===== src/rtl/z_out_serializer.sv =====
// z_out_serializer: buffers Z results in a FIFO and sends them LSB-first on a UART-style line.
// Define Z_SER_PARITY_EN to insert an even-parity bit between DATA and STOP.
module z_out_serializer #(
    parameter int DATA_W       = 4,
    parameter int DEPTH        = 4,
    parameter int CLKS_PER_BIT = 4
) (
    input  logic              clk,
    input  logic              rst_n,
    input  logic [DATA_W-1:0] z_in,
    input  logic              z_valid,
    output logic              tx,
    output logic              busy,
    output logic              fifo_full,
    output logic              overflow
);
    localparam int AW = $clog2(DEPTH);
    localparam int CW = (CLKS_PER_BIT > 1) ? $clog2(CLKS_PER_BIT) : 1;
    localparam int BW = $clog2(DATA_W + 1);

    typedef enum logic [2:0] {IDLE, START, DATA, PARITY, STOP} state_t;

    state_t            state_q, state_d;
    logic [CW-1:0]     cyc_q, cyc_d;
    logic [BW-1:0]     bit_q, bit_d;
    logic [DATA_W-1:0] shift_q, shift_d;
    logic [AW-1:0]     wr_q, wr_d, rd_q, rd_d;
    logic [AW:0]       cnt_q, cnt_d;
    logic              full_q, full_d, ovf_q, ovf_d;
    logic [DATA_W-1:0] mem_q [DEPTH];
    logic              push, pop, bit_end;
`ifdef Z_SER_PARITY_EN
    logic              par_q, par_d;
`endif

    always_comb begin
        state_d = state_q;
        bit_d   = bit_q;
        shift_d = shift_q;
        pop     = 1'b0;
        bit_end = cyc_q == CW'(CLKS_PER_BIT - 1);
        cyc_d   = (state_q == IDLE || bit_end) ? '0 : cyc_q + CW'(1);
        case (state_q)
            IDLE: begin
                pop     = cnt_q != '0;
                state_d = pop ? START : IDLE;
            end
            START: state_d = bit_end ? DATA : START;
            DATA: if (bit_end) begin
                shift_d = shift_q >> 1;
                bit_d   = bit_q + BW'(1);
`ifdef Z_SER_PARITY_EN
                if (bit_q == BW'(DATA_W - 1)) state_d = PARITY;
`else
                if (bit_q == BW'(DATA_W - 1)) state_d = STOP;
`endif
            end
            PARITY: state_d = bit_end ? STOP : PARITY;
            STOP: if (bit_end) begin
                // A waiting word starts its frame immediately, keeping busy high.
                pop     = cnt_q != '0;
                state_d = pop ? START : IDLE;
            end
            default: state_d = IDLE;
        endcase
        if (pop) begin
            shift_d = mem_q[rd_q];
            bit_d   = '0;
        end
        push   = z_valid && (!full_q || pop);
        ovf_d  = ovf_q || (z_valid && full_q && !pop);
        wr_d   = wr_q + AW'(push);
        rd_d   = rd_q + AW'(pop);
        cnt_d  = cnt_q + (AW+1)'(push) - (AW+1)'(pop);
        full_d = cnt_d == (AW+1)'(DEPTH);
    end

`ifdef Z_SER_PARITY_EN
    assign par_d = pop ? ^mem_q[rd_q] : par_q;
`endif

    always_ff @(posedge clk or negedge rst_n) begin
        if (!rst_n) begin
            state_q <= IDLE;
            cyc_q   <= '0;
            bit_q   <= '0;
            shift_q <= '0;
            wr_q    <= '0;
            rd_q    <= '0;
            cnt_q   <= '0;
            full_q  <= 1'b0;
            ovf_q   <= 1'b0;
`ifdef Z_SER_PARITY_EN
            par_q   <= 1'b0;
`endif
        end else begin
            state_q <= state_d;
            cyc_q   <= cyc_d;
            bit_q   <= bit_d;
            shift_q <= shift_d;
            wr_q    <= wr_d;
            rd_q    <= rd_d;
            cnt_q   <= cnt_d;
            full_q  <= full_d;
            ovf_q   <= ovf_d;
`ifdef Z_SER_PARITY_EN
            par_q   <= par_d;
`endif
        end
    end

    always_ff @(posedge clk) begin
        if (push) mem_q[wr_q] <= z_in;
    end

    always_comb begin
        tx = 1'b1;
        case (state_q)
            START:   tx = 1'b0;
            DATA:    tx = shift_q[0];
`ifdef Z_SER_PARITY_EN
            PARITY:  tx = par_q;
`endif
            default: tx = 1'b1;
        endcase
    end

    assign busy      = state_q != IDLE;
    assign fifo_full = full_q;
    assign overflow  = ovf_q;
endmodule


===== config.mk =====
export PLATFORM = sky130hd
export DESIGN_NAME = z_out_serializer
export DESIGN_NICKNAME = d
export VERILOG_FILES = /design/src/rtl/z_out_serializer.sv
export SDC_FILE = /design/constraint.sdc
export NUM_CORES = 1
export LEC_CHECK = 0
export CAP_MARGIN = 20
export CORE_ASPECT_RATIO = 0.7
export CORE_UTILIZATION = 50
export CTS_BUF_LIST = sky130_fd_sc_hd__clkbuf_2
export CTS_CLUSTER_SIZE = 8
export DETAILED_ROUTE_END_ITERATION = 16
export DONT_BUFFER_PORTS = 1
export PLACE_DENSITY = 0.74
export SETUP_SLACK_MARGIN = 0.2
export SKIP_CTS_REPAIR_TIMING = 1
export SLEW_MARGIN = 0
export SYNTH_ARGS = -nofsm -noshare
export SYNTH_HDL_FRONTEND = slang
export SYNTH_SLANG_ARGS = --single-unit

===== constraint.sdc =====
create_clock -name clk -period 2.58 [get_ports clk]
set_input_delay 0.258 -clock clk [delete_from_list [all_inputs] [get_ports clk]]
set_output_delay 0.258 -clock clk [all_outputs]
set_load 0.05 [all_outputs]

==> results.yml <==
critical_path:
  critPathLaunchType: "register"
  cpMostUsedCell: "xnor2_2"
  cp_max_fo: 3
  crit_path_top_delay_cell: "or3_4"
  cp.arrival_ns: 2.74
  end_kind: "register"
  required_ns: 2.88
  r2r_slack_ns: 0.14
  slowest_delay_ns: 0.42
  critical_path_class: "reg2reg"
  path_cells: "or3_4 -> nand3_4 -> inv_4 -> o21ai_4 -> ha_4 -> inv_2 -> ha_2 -> fa_2 -> xnor2_2 -> xnor2_2 -> nor3b_2"
drt:
  dr.pass1.iters: 6
  vias: 959
  met3_length_um: 123
  initialDrtViolationCount: 44
  dr_wl_met2_um: 1340
  wl_per_cell_um: 16.5
  vias_per_cell: 5.48
  m1WireLength_um: 1390
  drc: 0
  top_layer_used: "met4"
  antenna_left: 0
  wl_um: 2890
timing:
  max_slew.worst_pin.slew_ns: 0.655
  clock.fmax_mhz: 409
  relSlewSlack_pct: 56.3
  setup_slack_ns: 0.138
  finalCritPeriodShare_pct: 94.7
  rsz0062_at_grt: "true"
  fin_crit_ns: 2.44
  finalSetupViolations: 0
  hold_viol_final: 0
  clock_skew_ns: 0.0158
  slew_violations: 0
floorplanning:
  dieArea_um2: 3540
  die_w_um: 70.7
  rows: 17
  core_um2: 3150
  die_h_um: 50.1
  io_pins: 11
  start_util_pct: 52.5
job:
  drv_cap: 0
synth:
  synthArstFlopShare_pct: 56.8
  synth.mux.area_fraction_pct: 10.4
  synth-simple-area-share_pct: 12.0
  synth-xor-area-share_pct: 2.65
  synth-seq-cells: 37
  synth.largest_area_cell: "dfrtp_1"
  synth_top_family_by_area: "simple AND/OR/NAND/NOR gates"
  avgSynthCellArea_um2: 15.0
  synth_compound_area_share_pct: 4.54
  yosys_warnings: 0
  synth_top_area_share_pct: 31.8
  synth_edf_count: 16
  mappedNetlistArea_um2: 1650
  ys_types: 35
  yosysSeqAreaShare_pct: 60.9
  synth_fa_ha_area_share_pct: 6.51
  synth_nets: 125
  synth_top_flop_cell: "dfrtp_1"
  synthCells: 110
  ys_top_cells_by_area: "dfrtp_1 32%, edfxtp_1 29%, mux4_2 5.5%"
clock_tree:
  cts_root_buf: "clkbuf_2"
  clock_sinks: 37
  cts.clk_slew.worst_paths_ns: 0.17
  tritoncts.num_buffers: 5
  insertion_delay_ns: 0.37
  cts_max_level: 2
  clockBufferDepth: 2
  cts_tree: "yes"
final_layout:
  final_cell_mix: "21 x dfrtp_1, 16 x edfxtp_1, 14 x buf_4"
  insertedDiodeCount: 0
  syn2layout_area_growth_pct: 20.7
  nets: 151
  layout-drive-gt1-share_pct: 37.2
  fillers: 244
  final_area_um2: 2000
  mostFrequentLayoutCell: "dfrtp_1"
placement:
  gp_congestion: 0.737
  dpl_cell_area_um2: 1770
  hpwlAfterDp_um: 1880
  preCtsSetupSlack_ns: 0.0469
  io_buffers: 0
global_route:
  first_global_vias: 844
  grt_pass1_wl_um: 4170
  gr-usage-all-layers_pct: 16.9
  grt_antenna_before_repair: 0
  grt-ovfl-total: 0
  grt_max_degree: 22
pwr:
  total_power_uw: 2250
  pwr_density_cell_nw_per_um2: 1130
  vdd_drop_max_mv: 0.500
  leakage_uw: 0.000815
run_status:
  outcome: "finished, final reports clean"
hold_path:
  hold_path_class: "in2reg"
[sequential cells by signal (all words and copies together) (netlist names)]
| register | flops |
|---|---|
| fifo_full | 1 |
| bit_q | 3 |
| rd_q | 2 |
| wr_q | 2 |
| state_q | 3 |
| cnt_q | 3 |
| overflow | 1 |
| shift_q | 4 |
| mem_q | 16 |
| cyc_q | 2 |
[path summary, 6_finish.rpt]
path	startpoint	end	cells after the start
min in group asynchronous	rst_n	bit_q[2]$_DFFE_PN0P_	2
worst min register to register	cyc_q[0]$_DFF_PN0_	cyc_q[0]$_DFF_PN0_	1
worst max register to register	cnt_q[0]$_DFF_PN0_	fifo_full$_DFF_PN0_	11
worst max-delay path	cnt_q[0]$_DFF_PN0_	fifo_full$_DFF_PN0_	11
max in group asynchronous	rst_n	cnt_q[1]$_DFF_PN0_	2
worst min-delay path	z_valid	wr_q[0]$_DFF_PN0_	2
[final cells by class]
type	instances	area [µm²]	area share, %
Multi-Input combinational cell	62	681	34.1
Clock inverter	2	10.0	0.502
Sequential cell	37	1010	50.4
Clock buffer	6	30.0	1.50
Inverter	9	36.3	1.82
Tap cell	38	47.5	2.38
Timing Repair Buffer	21	185	9.28
[synth_stat cells, types with 2 or more instances]
cell and count:
nor4bb_1 2, xor2_1 2, mux2_4 4, nor3b_1 3
or2_2 2, nand2b_1 2, xnor2_1 3, nor2_1 6
nand4_1 2, nand2_1 4, inv_1 8, a21oi_1 3
mux4_2 4, o21ai_0 3, ha_1 7, edfxtp_1 16
dfrtp_1 21
[report_power, final]
group,internal [µW],switching (µW),total (µW)
Sequential,813,174,986
Combinational,548,473,1020
Clock,68.1,179,247
Total,1430,826,2250
[kinds of logic after synthesis]
family,Yosys count
flip-flops,37
AND/OR/NAND/NOR,29
buffers and inverters,11
AO/OA/AOI/OAI,10
multiplexers,10
adder cells (fa/ha/maj),8
XOR/XNOR,5
[per-stage QoR]
| stage | hold WS, ns | cells | util, % | TNS (ns) |
|---|---|---|---|---|
| 6_report | 0.140 | 175 | 63.4 | 0 |
| 2_1_floorplan | -0.0376 | 110 | - | 0 |
| 3_5_place_dp | -0.0368 | 152 | 56.2 | 0 |
| 3_3_place_gp | -0.0367 | 152 | 56.2 | 0 |
| 5_1_grt | 0.138 | 175 | 63.4 | 0 |
| 4_1_cts | -0.483 | 160 | 57.5 | -0.0166 |
[layer usage]
layer  track usage (%)  vias up
met5                 0        -
met4              9.00        0
li1                  -      453
met1              24.8      484
met3              5.32        4
met2              22.1       18
[worst max-delay path: cells and delay by family (launching register included)]
family	cells	cell delay (ns)
flip-flops	1	0.41
adder cells (fa/ha/maj)	3	0.69
AO/OA/AOI/OAI	1	0.14
AND/OR/NAND/NOR	3	0.71
XOR/XNOR	2	0.34
buffers and inverters	2	0.08
(Power assumes the default switching activity.)
